<file path="config.mk">
export PLATFORM = sky130hd
export DESIGN_NAME = riscv_hazard_ctrl
export DESIGN_NICKNAME = d
export VERILOG_FILES = /design/src/rtl/riscv_pipe_pkg.sv /design/src/rtl/riscv_sat_counter.sv /design/src/rtl/riscv_hazard_ctrl.sv
export SDC_FILE = /design/constraint.sdc
export NUM_CORES = 1
export LEC_CHECK = 0
export BUFFER_PORTS_ARGS = -buffer_cell sky130_fd_sc_hd__buf_2
export CAP_MARGIN = 20
export CORE_ASPECT_RATIO = 0.5
export CORE_MARGIN = 2
export CORE_UTILIZATION = 30
export DETAILED_ROUTE_END_ITERATION = 12
export PLACE_DENSITY = 0.55
export SETUP_SLACK_MARGIN = 0.1
export SLEW_MARGIN = 20
export SYNTH_ARGS = -nofsm -noshare
export SYNTH_HDL_FRONTEND = slang
export SYNTH_SLANG_ARGS = --single-unit
</file>
<file path="constraint.sdc">
create_clock -name clk -period 5.6 [get_ports clk]
set_clock_uncertainty 0.05 [all_clocks]
set_input_delay 1.12 -clock clk [delete_from_list [all_inputs] [get_ports clk]]
set_output_delay 1.12 -clock clk [all_outputs]
set_load 0.01 [all_outputs]
</file>
<file path="src/rtl/riscv_pipe_pkg.sv">
// riscv_pipe_pkg: shared pipeline-control encodings, FSM states and defaults.
package riscv_pipe_pkg;
  localparam int REG_AW_DEF = 5;
  localparam logic [1:0] FWD_RF    = 2'b00;
  localparam logic [1:0] FWD_EXMEM = 2'b10;
  localparam logic [1:0] FWD_MEMWB = 2'b01;
  typedef enum logic {RUN, MEM_WAIT} state_e;
endpackage

</file>
<file path="src/rtl/riscv_sat_counter.sv">
// riscv_sat_counter: up-counter that sticks at all-ones.
module riscv_sat_counter #(
  parameter int CNT_W = 16
) (
  input  logic             clk,
  input  logic             rst,
  input  logic             inc,
  output logic [CNT_W-1:0] value
);
  logic [CNT_W-1:0] cnt_q, cnt_d;
  always_comb cnt_d = (inc && cnt_q != '1) ? cnt_q + 1'b1 : cnt_q;
  always_ff @(posedge clk or posedge rst)
    if (rst) cnt_q <= '0;
    else     cnt_q <= cnt_d;
  assign value = cnt_q;
endmodule

</file>
<file path="src/rtl/riscv_hazard_ctrl.sv">
// riscv_hazard_ctrl: forwarding, load-use stall, branch flush and data-memory
// wait/timeout control for the 5-stage pipeline, plus stall/flush counters.
module riscv_hazard_ctrl
  import riscv_pipe_pkg::*;
#(
  parameter int REG_AW      = REG_AW_DEF,
  parameter int WAIT_W      = 4,
  parameter int MEM_TIMEOUT = 12,
  parameter int CNT_W       = 16
) (
  input  logic              clk,
  input  logic              rst,
  input  logic [REG_AW-1:0] id_rs1,
  input  logic [REG_AW-1:0] id_rs2,
  input  logic              id_use_rs1,
  input  logic              id_use_rs2,
  input  logic [REG_AW-1:0] ex_rs1,
  input  logic [REG_AW-1:0] ex_rs2,
  input  logic [REG_AW-1:0] ex_rd,
  input  logic              ex_reg_write,
  input  logic              ex_mem_read,
  input  logic [REG_AW-1:0] mem_rd,
  input  logic              mem_reg_write,
  input  logic [REG_AW-1:0] wb_rd,
  input  logic              wb_reg_write,
  input  logic              mem_branch_taken,
  input  logic              dmem_req,
  input  logic              dmem_ack,
  output logic [1:0]        fwd_a,
  output logic [1:0]        fwd_b,
  output logic              pc_hold,
  output logic              if_id_hold,
  output logic              id_ex_hold,
  output logic              ex_mem_hold,
  output logic              id_ex_bubble,
  output logic              mem_wb_bubble,
  output logic              flush_if_id,
  output logic              flush_id_ex,
  output logic              flush_ex_mem,
  output logic              mem_abort,
  output logic              err_timeout,
  output logic [CNT_W-1:0]  stall_cnt,
  output logic [CNT_W-1:0]  flush_cnt
);
  state_e            state_q, state_d;
  logic [WAIT_W-1:0] wcnt_q, wcnt_d;
  logic              err_q, err_d;
  logic              mem_stall, abort, flush, load_use, lu;
  always_comb begin
    state_d   = state_q;
    wcnt_d    = wcnt_q;
    err_d     = err_q;
    mem_stall = 1'b0;
    abort     = 1'b0;
    if (state_q == RUN) begin
      if (dmem_req && !dmem_ack) begin
        mem_stall = 1'b1;
        state_d   = MEM_WAIT;
        wcnt_d    = WAIT_W'(1);
      end
    end else if (dmem_ack) begin
      state_d = RUN;
      wcnt_d  = '0;
    end else if (wcnt_q == WAIT_W'(MEM_TIMEOUT)) begin
      abort   = 1'b1;
      err_d   = 1'b1;
      state_d = RUN;
      wcnt_d  = '0;
    end else begin
      mem_stall = 1'b1;
      wcnt_d    = wcnt_q + 1'b1;
    end
  end
  always_ff @(posedge clk or posedge rst)
    if (rst) begin
      state_q <= RUN;
      wcnt_q  <= '0;
      err_q   <= 1'b0;
    end else begin
      state_q <= state_d;
      wcnt_q  <= wcnt_d;
      err_q   <= err_d;
    end
  // Memory stall beats branch flush beats load-use; the flush squashes the ID load consumer.
  assign load_use = ex_mem_read && ex_rd != '0 &&
                    ((id_use_rs1 && ex_rd == id_rs1) || (id_use_rs2 && ex_rd == id_rs2));
  assign flush = mem_branch_taken && state_q == RUN && !mem_stall;
  assign lu    = load_use && !mem_stall && !flush && !abort;
  always_comb begin
    fwd_a = rst ? FWD_RF
          : (mem_reg_write && mem_rd != '0 && mem_rd == ex_rs1) ? FWD_EXMEM
          : (wb_reg_write && wb_rd != '0 && wb_rd == ex_rs1)    ? FWD_MEMWB : FWD_RF;
    fwd_b = rst ? FWD_RF
          : (mem_reg_write && mem_rd != '0 && mem_rd == ex_rs2) ? FWD_EXMEM
          : (wb_reg_write && wb_rd != '0 && wb_rd == ex_rs2)    ? FWD_MEMWB : FWD_RF;
  end
  assign pc_hold       = !rst && (mem_stall || lu);
  assign if_id_hold    = pc_hold;
  assign id_ex_hold    = !rst && mem_stall;
  assign ex_mem_hold   = id_ex_hold;
  assign id_ex_bubble  = !rst && lu;
  assign mem_wb_bubble = !rst && (mem_stall || abort);
  assign flush_if_id   = !rst && flush;
  assign flush_id_ex   = flush_if_id;
  assign flush_ex_mem  = flush_if_id;
  assign mem_abort     = !rst && abort;
  assign err_timeout   = err_q;
  riscv_sat_counter #(.CNT_W(CNT_W)) u_stall_cnt (
    .clk(clk), .rst(rst), .inc(pc_hold), .value(stall_cnt)
  );
  riscv_sat_counter #(.CNT_W(CNT_W)) u_flush_cnt (
    .clk(clk), .rst(rst), .inc(flush_if_id), .value(flush_cnt)
  );
endmodule
</file>
Word level (Yosys, flattened, before mapping)
Index checks and enable logic that the tools add are counted.
{"block": "totals", "out_inout_bits": 47, "latch_bits": 0, "input_bits": 46, "register_bits": 38, "mem_count": 0, "elab_cells": 73, "mem_bits_ro": 0, "ram_bits": 0}
{"block": "classes", "bitwise_logic": 2, "mux": 17, "n_eq_ne": 9, "div": 0, "add_sub_neg": 3, "mul": 0, "reduce_logical": 37, "magnitude_cmp": 0, "n_shift": 0}
{"op": "16-bit by 1-bit adder with 16-bit output, second input constant", "n": 2}
{"op": "16-bit != test, second input constant", "n": 2}
{"op": "5-bit equality test", "n": 6}
{"op": "1-bit logical AND", "n": 24}
{"op": "4-bit two-way mux", "n": 4}
{"op": "5-bit nonzero test", "n": 3}
{"op": "1-bit two-way mux", "n": 9}
{"op": "2-bit two-way mux", "n": 4}
{"op": "1-bit zero test", "n": 5}
{"op": "4-bit by 1-bit adder with 4-bit output, second input constant", "n": 1}
{"op": "4-bit equality test, second input constant", "n": 1}
{"op": "1-bit logical OR", "n": 3}
{"op": "3-bit AND reduction", "n": 1}
{"op": "1-bit inverter", "n": 2}
{"op": "2-bit nonzero test", "n": 1}

Logic depth before layout (Yosys ltp)
Gate-level depths: netlist (run 1).
{"block": "logic_depth", "depth_word": 12, "depth_mapped": 9}

Cells and area by module
A second synthesis (run 1) with hierarchy kept.
{"block": "unflattened", "cells_unflattened": 241, "hier_area_um2": 2426.1}
{"module": "riscv_sat_counter", "cells_each": 71, "seq_area_each_um2": 400.4, "n_inst": 2, "area_per_inst_um2": 805.8}
{"module": "riscv_hazard_ctrl", "cells_each": 99, "seq_area_each_um2": 150.1, "n_inst": 1, "area_per_inst_um2": 814.5}

Worst setup path before layout (run 1)
Ideal clock, no wire load.
{"block": "synth_path", "path_kind": "input to output", "start": "in rst", "end": "out fwd_a[0]", "t_arrival_ns": 3.058, "cell_stages": 4, "path_buffers": 0, "slack_ns": 1.372, "required_ns": 4.430, "cell_sequence": "inv_1 > o211ai_1 > or4_1 > nor4_1"}
{"block": "synth_via", "elab_chain_cells": 1}
{"item": "start, declared", "line_no": "riscv_hazard_ctrl.sv:12", "source": "input logic rst,"}
{"item": "2-bit two-way mux", "line_no": "riscv_hazard_ctrl.sv:90", "source": "fwd_a = rst ? FWD_RF"}
{"item": "end, declared", "line_no": "riscv_hazard_ctrl.sv:29", "source": "output logic [1:0] fwd_a,"}
No other way between the ends.

Final worst setup path (run 1)
{"block": "layout_path", "start": "in rst", "end": "out fwd_b[0]"}
{"block": "layout_via", "elab_chain_cells": 1}
{"item": "2-bit two-way mux", "line_no": "riscv_hazard_ctrl.sv:93", "source": "fwd_b = rst ? FWD_RF"}
{"item": "end, declared", "line_no": "riscv_hazard_ctrl.sv:30", "source": "output logic [1:0] fwd_b,"}
No other way between the ends.

==> run metrics, run 1 <==
status=finished, final reports clean; area grow syn2layout=30.47%; Startpoint Class=input pin; die width=128.2 um; RSZ-0062 raised after global routing=false; Synth Warn #=0; post-CTS setup buffer count=0; largest net degree at the start of global routing=23; total die area=8468 um^2; Non-Filler Instances=424; Setup WS pre-CTS=1.272 ns; most frequent cells in the layout=91 x buf_2, 38 x dfrtp_1, 34 x xnor2_1; Site Rows=22; Internal=0.6081 mW; #FFs+latches synth=38; Net Sw Frac=29.08%; Worst Tran Pin Value=0.8190 ns; Distinct cells, synth=40; Slew HR=45.34%; post-DR wirelength/cell=12.68 um; post-synthesis sequential area ratio=41.13%; Crit Path Category=in2out; Synth Area per Inst=9.881 um^2; Routed WL=5375 um; area post-placement=2850 um^2; Sw Pwr=0.2493 mW; Num CTS Buffers=5; Tcrit/Tclk final=75.12%; maximum vdd drop=0.1221 mV; first-pass GRT wire length=8832 um; cells after synthesis=234; Crit path arrival time=3.04 ns; layout cells sized above 1=34.45%; worst r2r src=wcnt_q[0]; commonest non-fill, non-tap cell in the layout=buf_2; final worst setup slack=1.394 ns; clock-pin slew on the worst setup and hold paths=0.06 ns; TritonCTS clock tree=done; Leak=1.524 nW; Clock Tree Buf Depth=2; cell at the root of the clock tree=clkbuf_16; Core ar.=7405 um^2; DP Wirelength=4286 um; Synth Cell Area=2312 um^2; Vert. Die Dim=66.08 um; sequential share of power=41.6%; mux cell area share after synthesis=1.894%; Power Density=284.2 nW/um^2; complex-gate fraction of the synthesized area=7.684%; # IOs=93; crit path max fanout=22; worst r2r dst=u_stall_cnt.value[1]; hold crit path type=reg2reg; TritonCTS Sinks=38; fin area=3017 um^2; placed cells=416; Antenna diodes=0; Routed Antenna Nets=0; DR vias/cell=4.637; GRT overflow=0; final hold viol count=0; worst skew pair latency=0.28 ns; initial antenna violation count=0; largest family of logic cells by synthesized area=XOR/XNOR gates; DRC viols=0; fmax=237.7 MHz; nets@finish=377; Initial Util=31.23%; I/O Buffers=91; via count=1966; flop2flop setup slack=3.02 ns; vias in the first global route=1858; Fin Hold WS=0.4239 ns; R2R cell count=8; routability cong.=0.8565; Starting DRT DRC Count=81; Tot Pwr=0.8573 mW; CTS resizes=0; clock power share=35.9%; Mapped Nets=284; critical path endpoint category=primary output; CP required=4.43 ns; Hold Startpoint=err_timeout; number of hold buffers added after cts=0; Hold Path Stages=1; Final min period=4.206 ns; setup TNS=0 ns; post-synthesis adder-cell area fraction=2.165%; setup violators final=0; Post-Synth XOR/XNOR Area=21.97%; GRT Util Overall=13.42%; simple-gate share of the synthesized area=21.43%; H-Tree Depth=2; final core utilization=40.74%; Slew Limit Fails=0; max-cap violations=0; WHS Endpoint=err_timeout; first-pass detailed-route iteration total=4; combinational group share of total power=22.5%
[flip-flops by register name, indices dropped and copies added (netlist names)]
register,flops
wcnt_q,4
err_timeout,1
u_stall_cnt.value,16
state_q,1
u_flush_cnt.value,16
[how the worst max path moves through the flow]
stage / startpoint / endpoint / cells after the start
CTS: rst / fwd_b[0] / 6
global route: rst / fwd_a[0] / 6
detailed placement: rst / fwd_b[0] / 6
floorplan: rst / fwd_a[0] / 4
finish: rst / fwd_b[0] / 6
global placement: rst / fwd_a[0] / 6
[layout make-up]
| type | count | area, um^2 |
|---|---|---|
| fill | 755 | 4388 |
| multi-input combinational | 179 | 1275 |
| sequential | 38 | 950.9 |
| timing repair buffer | 92 | 462.9 |
| clock buffer | 8 | 166.4 |
| tap | 96 | 120.1 |
| inverter | 11 | 41.29 |
[power groups by stage]
| stage | clock network [mW] | logic, mW | registers [mW] |
|---|---|---|---|
| finish | 0.308 | 0.193 | 0.356 |
| global route | 0.331 | 0.218 | 0.364 |
| CTS | 0.317 | 0.197 | 0.357 |
| detailed placement | 0 | 0.196 | 0.362 |
| global placement | 0 | 0.190 | 0.358 |
| floorplan | 0 | 0.0997 | 0.370 |
[synthesized netlist by cell type]
master	n	area, um^2
o2111ai_1	1	8.760
and3_1	5	31.28
or2_2	2	12.51
xor2_1	24	210.2
o41ai_1	1	8.760
nor4_1	5	31.28
mux2i_1	1	10.01
inv_2	1	3.750
a2111oi_4	1	27.53
or4_1	4	30.03
o21ai_0	4	20.02
a21oi_1	3	15.01
a21boi_4	1	18.77
mux2_2	3	33.78
xnor2_1	34	297.8
buf_4	6	45.04
nand4_1	9	56.30
nor3_1	9	45.04
ha_1	4	50.05
nor2b_1	1	6.260
o21bai_1	1	7.510
nor2_1	12	45.04
nand3b_1	2	15.01
nand3_1	10	50.05
nor3b_2	1	12.51
a211oi_1	1	7.510
a21oi_2	2	17.52
nor3b_1	1	7.510
o211ai_1	1	7.510
a22o_1	2	17.52
o22ai_1	2	12.51
nor4b_1	3	26.28
and4bb_2	1	12.51
and4_1	1	8.760
and2_1	2	12.51
nand2_1	23	86.33
inv_1	10	37.54
a31o_2	1	8.760
nand2b_1	1	6.260
dfrtp_1	38	950.9
[critical path, stage by stage]
cell,delay [ns]
buf_2,0.14
inv_1,0.60
o211ai_1,0.20
or4_1,0.58
nor4_1,0.21
buf_2,0.18
[logic make-up after synthesis]
logic type / after synthesis
fa+ha+maj: 4
buf+inv: 17
xor+xnor: 58
flops: 38
compound gates: 21
simple gates: 92
mux: 4
[metal layers]
layer | routed length [um] | GRT usage (%)
met1 | 2589 | 17.85
met4 | 77 | 4.121
met5 | 0 | 0
met3 | 264 | 4.207
met2 | 2443 | 20.99
Note: power is estimated with default switching activity, not from simulation.
==> run 2: changes to the inputs <==
--- a/config.mk
+++ b/config.mk
@@ -5,13 +5,14 @@
 export SDC_FILE = /design/constraint.sdc
 export NUM_CORES = 1
 export LEC_CHECK = 0
+export ABC_AREA = 1
 export BUFFER_PORTS_ARGS = -buffer_cell sky130_fd_sc_hd__buf_2
 export CAP_MARGIN = 20
 export CORE_ASPECT_RATIO = 0.5
 export CORE_MARGIN = 2
 export CORE_UTILIZATION = 30
 export DETAILED_ROUTE_END_ITERATION = 12
-export PLACE_DENSITY = 0.55
+export PLACE_DENSITY = 0.53
 export SETUP_SLACK_MARGIN = 0.1
 export SLEW_MARGIN = 20
 export SYNTH_ARGS = -nofsm -noshare
==> constraint.sdc (replaced) <==
create_clock -name clk -period 4.4 [get_ports clk]
set_clock_uncertainty 0.05 [all_clocks]
set_input_delay 0.88 -clock clk [delete_from_list [all_inputs] [get_ports clk]]
set_output_delay 0.88 -clock clk [all_outputs]
set_load 0.01 [all_outputs]
==> run 2 against run 1 <==
Net effect:
- global-route usage up 0.37 points
- non-clock buffer count unchanged
- count of clock-buffer cells in the layout down 3
- critical path depth unchanged
- sequential share of layout area down 4.4 points
- combinational power up 42%
- worst hold slack worse by 0.0051 ns
- final area up 16%
- wire length up 24%
- via count up 33%
- largest cell class unchanged
==> run metrics, run 2 <==
total die area=10190 um^2 (+20%); Synth Area per Inst=7.156 um^2 (-28%); final hold viol count=0 (unchanged); CP startpoint=mem_rd[2]; FFs w/ async S/R, synth=100.0% (unchanged); worst skew pair latency=0.28 ns (about the same); DP Wirelength=5204 um (+21%); CP required=3.47 ns (-0.96 ns); max-cap violations=0 (unchanged); Mapped Nets=442 (+56%); worst r2r dst=u_stall_cnt.value[1]; maximum vdd drop=0.1487 mV (+22%); most frequent cells in the layout=117 x nand2_1, 91 x buf_2, 50 x inv_1; Synth Warn #=0 (unchanged); critical path endpoint category=primary output; footprint of the multi-input gates=1568 um^2 (+23%); TritonCTS Sinks=38 (unchanged); number of hold buffers added after cts=0 (unchanged); area leader, netlist=dfrtp_1; Initial Util=31.56% (+0.33 points); clock-pin slew on the worst setup and hold paths=0.06 ns (about the same); cell at the root of the clock tree=clkbuf_16; DR vias/cell=4.358 (-6.0%); Crit path arrival time=1.99 ns (-1.05 ns); post-CTS setup buffer count=0 (unchanged); vias in the first global route=2494 (+34%); Synth Cell Area=2805 um^2 (+21%); Num CTS Buffers=5 (unchanged); Distinct cells, synth=29 (-28%); flop2flop setup slack=2.46 ns (-0.56 ns); Top FF cell, synth=dfrtp_1; top cells by area, synth=dfrtp_1 34%, nand2_1 16%, xor2_1 7.2%; die width=140.8 um (+9.8%); initial antenna violation count=0 (unchanged); worst r2r src=wcnt_q[0]; crit path max fanout=4 (-82%); Crit Path Category=in2out; Post-synth EDFFs=0 (unchanged); commonest non-fill, non-tap cell in the layout=nand2_1; Clock Tree Buf Depth=2 (unchanged); Antenna diodes=0 (unchanged); RSZ-0062 raised after global routing=false; Tcrit/Tclk final=66.47%; setup violators final=0 (unchanged); Site Rows=24 (+9.1%); cells after synthesis=392 (+68%); first-pass detailed-route iteration total=4 (unchanged); Startpoint Class=input pin; Final min period=2.925 ns; largest net degree at the start of global routing=39 (+70%); TritonCTS clock tree=done; I/O Buffers=91 (unchanged); post-synthesis sequential area ratio=33.90% (-7.2 points); post-DR wirelength/cell=11.10 um (-12%); nets@finish=532 (+41%); Slew Limit Fails=0 (unchanged); #FFs+latches synth=38 (unchanged); Fin Hold WS=0.4188 ns (-0.005061 ns); Reg area=950.9 um^2 (unchanged); Vert. Die Dim=72.38 um (+9.5%); Power Density=325.8 nW/um^2 (+15%); fmax=341.9 MHz; status=finished, final reports clean; hold crit path type=reg2reg; routability cong.=0.7839 (-8.5%); area grow syn2layout=24.75%; H-Tree Depth=2 (unchanged); R2R cell count=12 (+4); GRT overflow=0 (unchanged); Starting DRT DRC Count=83 (+2.5%); layout cells sized above 1=26.09% (-8.4 points); GRT Util Overall=13.79% (+0.37 points); CTS resizes=0 (unchanged); via count=2615 (+33%); Routed WL=6661 um (+24%); Routed Antenna Nets=0 (unchanged); FILL cells=980 (+30%); setup TNS=0 ns (unchanged); Setup crit end=fwd_b[0]; most frequent cell after synthesis=nand2_1; Core ar.=8889 um^2 (+20%); Synth top area share=33.90% (-7.2 points); Leak=1.953 nW (+28%); first-pass GRT wire length=11460 um (+30%); # IOs=93 (unchanged); Post-synth top cells=117 x nand2_1, 51 x inv_1, 38 x dfrtp_1; Slew HR=66.99% (+22 points); Worst Tran Pin Value=0.4914 ns (-0.3276 ns); DRC viols=0 (unchanged)
==> run 2: cell count changes after synthesis, moves of 7 or more <==
cell / delta
o21ai_0: +7
nand2_1: +94
inv_1: +41
nor2_1: +23
nand3_1: +25
xnor2_1: -16
==> run 2: critical path, stage by stage <==
cell	delay, ns
buf_2	0.12
or2_2	0.29
o41ai_1	0.26
inv_1	0.13
a21oi_1	0.16
buf_2	0.15
==> run 2: cells by family after synthesis <==
group,Yosys count,synth area share (%)
simple gates,227,37.24
flops,38,33.90
xor+xnor,42,13.38
fa+ha+maj,4,1.784
buf+inv,64,10.21
compound gates,17,3.479
==> run 2: final cells by class <==
cell class	instances	share of cell area (%)
Tap cell	117	4.183
Inverter	55	5.899
Clock buffer	5	3.575
Clock inverter	3	1.144
Sequential cell	38	27.17
Multi-Input combinational cell	290	44.80
Timing Repair Buffer	92	13.23
==> run 2: metrics by stage <==
step                instance area (um^2)  util, %  total power [mW]  instances  setup slack, ns
detailed placement                  3334    37.51            0.7473        592            1.470
floorplan                           2805        -            0.6398        392            1.043
CTS                                 3500    39.37             1.159        600            1.467
global route                        3500    39.37             1.227        600            1.306
global placement                    3334    37.51            0.7445        592            1.431
finish                              3500    39.37             1.140        600            1.475
==> run 2: how the worst min path moves through the flow <==
stage               cells after the start  slack [ns]     endpoint   startpoint
global route                            2        0.46  err_timeout  err_timeout
global placement                        2        0.40  err_timeout  err_timeout
floorplan                               2        0.45  err_timeout  err_timeout
detailed placement                      2        0.41  err_timeout  err_timeout
CTS                                     2        0.42  err_timeout  err_timeout
finish                                  2        0.42  err_timeout  err_timeout
==> run 2: report_power, final <==
part           internal [mW]  switching [mW]  total, mW
registers              0.398          0.0640      0.462
clock network          0.265           0.138      0.404
logic                  0.118           0.156      0.274
total                  0.782           0.358       1.14
==> run 2: per-layer routing <==
| metal | track usage, % | part of all wire [%] |
|---|---|---|
| met5 | 0 | 0 |
| met1 | 17.60 | 49 |
| met4 | 3.333 | 1.0 |
| met2 | 24.12 | 46 |
| met3 | 3.102 | 3.9 |
==> run 3: changes to the inputs <==
--- a/config.mk
+++ b/config.mk
@@ -12,7 +12,7 @@
 export CORE_MARGIN = 2
 export CORE_UTILIZATION = 30
 export DETAILED_ROUTE_END_ITERATION = 12
-export PLACE_DENSITY = 0.53
+export PLACE_DENSITY = 0.55
 export SETUP_SLACK_MARGIN = 0.1
 export SLEW_MARGIN = 20
 export SYNTH_ARGS = -nofsm -noshare
==> constraint.sdc (replaced) <==
create_clock -name clk -period 2.43 [get_ports clk]
set_clock_uncertainty 0.05 [all_clocks]
set_input_delay 0.486 -clock clk [delete_from_list [all_inputs] [get_ports clk]]
set_output_delay 0.486 -clock clk [all_outputs]
set_load 0.01 [all_outputs]
==> run 3 against run 2 <==
Net effect:
- combinational power is 91% higher
- register-to-register slack worse by 1.9 ns
- sequential cell count stayed put
- wire length is 0.62% lower
- clock power is 62% higher
- setup slack worse by 1.3 ns
- final area is 2.2% higher
- critical path depth is 4 higher
- total power is 76% higher
- worst hold slack worse by 0.0032 ns
- non-clock buffer count is 7 higher
==> run metrics, run 3 (synthesis results as in run 2) <==
status=finished, final reports clean; Slew Limit Fails=0 (unchanged); Non-Filler Instances=607 (+1.2%); vias in the first global route=2515 (+0.84%); clock-pin slew on the worst setup and hold paths=0.05 ns (about the same); via count=2627 (+0.46%); most frequent cells in the layout=115 x nand2_1, 89 x buf_2, 48 x inv_1; Vert. Die Dim=72.38 um (unchanged); DP Wirelength=5181 um (-0.44%); Routed Antenna Nets=0 (unchanged); max-cap violations=0 (unchanged); fmax=452.5 MHz; final worst setup slack=0.2199 ns (-1.256 ns); DR vias/cell=4.328 (-0.70%); Tcrit/Tclk final=90.95%; area grow syn2layout=27.52%; Net Sw Frac=32.39% (+0.98 points); die width=140.8 um (unchanged); Tot Pwr=2.011 mW (+76%); flop2flop setup slack=0.54 ns (-1.92 ns); Slew HR=65.92% (-1.1 points); Routed WL=6620 um (-0.62%); Startpoint Class=flop; setup violators final=0 (unchanged); Initial Util=31.56% (unchanged); number of hold buffers added after cts=0 (unchanged); critical path endpoint category=primary output; nets@finish=539 (+1.3%); Worst Tran Pin Value=0.5112 ns (+0.01981 ns); commonest non-fill, non-tap cell in the layout=nand2_1; worst skew pair latency=0.28 ns (about the same); CP required=1.89 ns (-1.58 ns); Core ar.=8889 um^2 (unchanged); first-pass GRT wire length=11720 um (+2.2%); worst r2r src=wcnt_q[1]; H-Tree Depth=2 (unchanged); I/O Buffers=91 (unchanged); first-pass detailed-route iteration total=4 (unchanged); # IOs=93 (unchanged); FILL cells=950 (-3.1%); clock power share=32.6% (-2.8 points); Slowest cell on crit path=dfrtp_1; placed cells=593 (+0.17%); TritonCTS clock tree=done; layout cells sized above 1=28.16% (+2.1 points); routability cong.=0.8024 (+2.4%); CP startpoint=wcnt_q[1]; Clock Tree Buf Depth=2 (unchanged); hold crit path type=reg2reg; GRT overflow=0 (unchanged); Power Density=562.1 nW/um^2 (+73%); Starting DRT DRC Count=73 (-12%); initial antenna violation count=0 (unchanged); GRT Util Overall=13.96% (+0.17 points); post-DR wirelength/cell=10.91 um (-1.8%); RSZ-0062 raised after global routing=false; maximum vdd drop=0.2243 mV (+51%); Crit path arrival time=1.67 ns (-0.32 ns); Leak=1.992 nW (+2.0%); Site Rows=24 (unchanged); combinational group share of total power=26.1% (+2.0 points); Final min period=2.210 ns; total die area=10190 um^2 (unchanged); sequential share of power=41.3% (+0.8 points); largest net degree at the start of global routing=39 (unchanged); Setup WS pre-CTS=0.3446 ns (-1.126 ns); Antenna diodes=0 (unchanged); Num CTS Buffers=5 (unchanged); DRC viols=0 (unchanged); Crit path largest cell delay=0.37 ns (+0.08 ns); Sw Pwr=0.6512 mW (+82%); TritonCTS Sinks=38 (unchanged); Internal=1.359 mW (+74%); crit path cell chain=inv_2 -> ha_2 -> nand3_2 -> inv_2 -> nand2_4 -> nand2_2 -> nor3_2 -> nand2_2 -> nand2_8 -> buf_6; crit path max fanout=6 (+2); final hold viol count=0 (unchanged); Hold Startpoint=err_timeout; Crit Path Category=reg2out; cell at the root of the clock tree=clkbuf_16; setup TNS=0 ns (unchanged)
## run 3: cell count changes in the layout (fill, tap and decap cells not counted), sizes merged
| cell | before | now |
|---|---|---|
| bufinv | 1 | 0 |
| buf | 92 | 99 |
| clkbuf | 5 | 7 |
| clkinvlp | 0 | 1 |
| clkinv | 3 | 1 |
## run 3: metrics by stage
step	hold slack, ns	util, %	cell area [um^2]
2_1_floorplan	0.4136	-	2809
3_3_place_gp	0.3954	37.64	3346
3_5_place_dp	0.4081	37.64	3346
4_1_cts	0.4211	39.48	3510
5_1_grt	0.4619	40.24	3577
6_report	0.4156	40.24	3577
## run 3: path summary, 6_finish.rpt
path                                         end  depth (start not counted)
max                                      pc_hold                         10
min                                  err_timeout                          2
max reg2reg                 u_stall_cnt.value[0]                         13
min reg2reg                          err_timeout                          2
max in group asynchronous   u_stall_cnt.value[7]                          3
min in group asynchronous  u_flush_cnt.value[14]                          3
## run 3: layout make-up
cell class              instances  area [um^2]  area share, %
inverters                      55        210.2          5.876
repair buffers                 99        528.0          14.76
clock buffers                   7        142.6          3.987
clock inverters                 1        5.005         0.1399
well taps                     117        146.4          4.092
multi-input cells             290         1594          44.56
flip-flops and latches         38        950.9          26.58
## run 3: worst max-delay path, delay by kind of cell, from the launching register on
kind / cells / cell delay [ns]
buffers and inverters: 3 / 0.22
AND/OR/NAND/NOR: 6 / 0.65
adder cells (fa/ha/maj): 1 / 0.16
flip-flops: 1 / 0.37
## run 3: power groups by stage
stage | Sequential (mW) | Clock [mW] | Combinational [mW]
2_1_floorplan | 0.866 | 0 | 0.293
3_3_place_gp | 0.847 | 0 | 0.503
3_5_place_dp | 0.846 | 0 | 0.508
4_1_cts | 0.833 | 0.673 | 0.521
5_1_grt | 0.856 | 0.708 | 0.610
6_report | 0.831 | 0.656 | 0.524
## run 3: per-layer routing
layer,track usage [%],share of wire [%]
met5,0,0
met4,2.778,0.41
met3,3.168,4.5
met2,24.34,47
met1,18.10,48
## run 3: what timing repair did
action,in CTS,in global routing
setup endpoints to repair,2,3
setup buffers,1,5
pin swaps,0,3
resized for setup,1,9
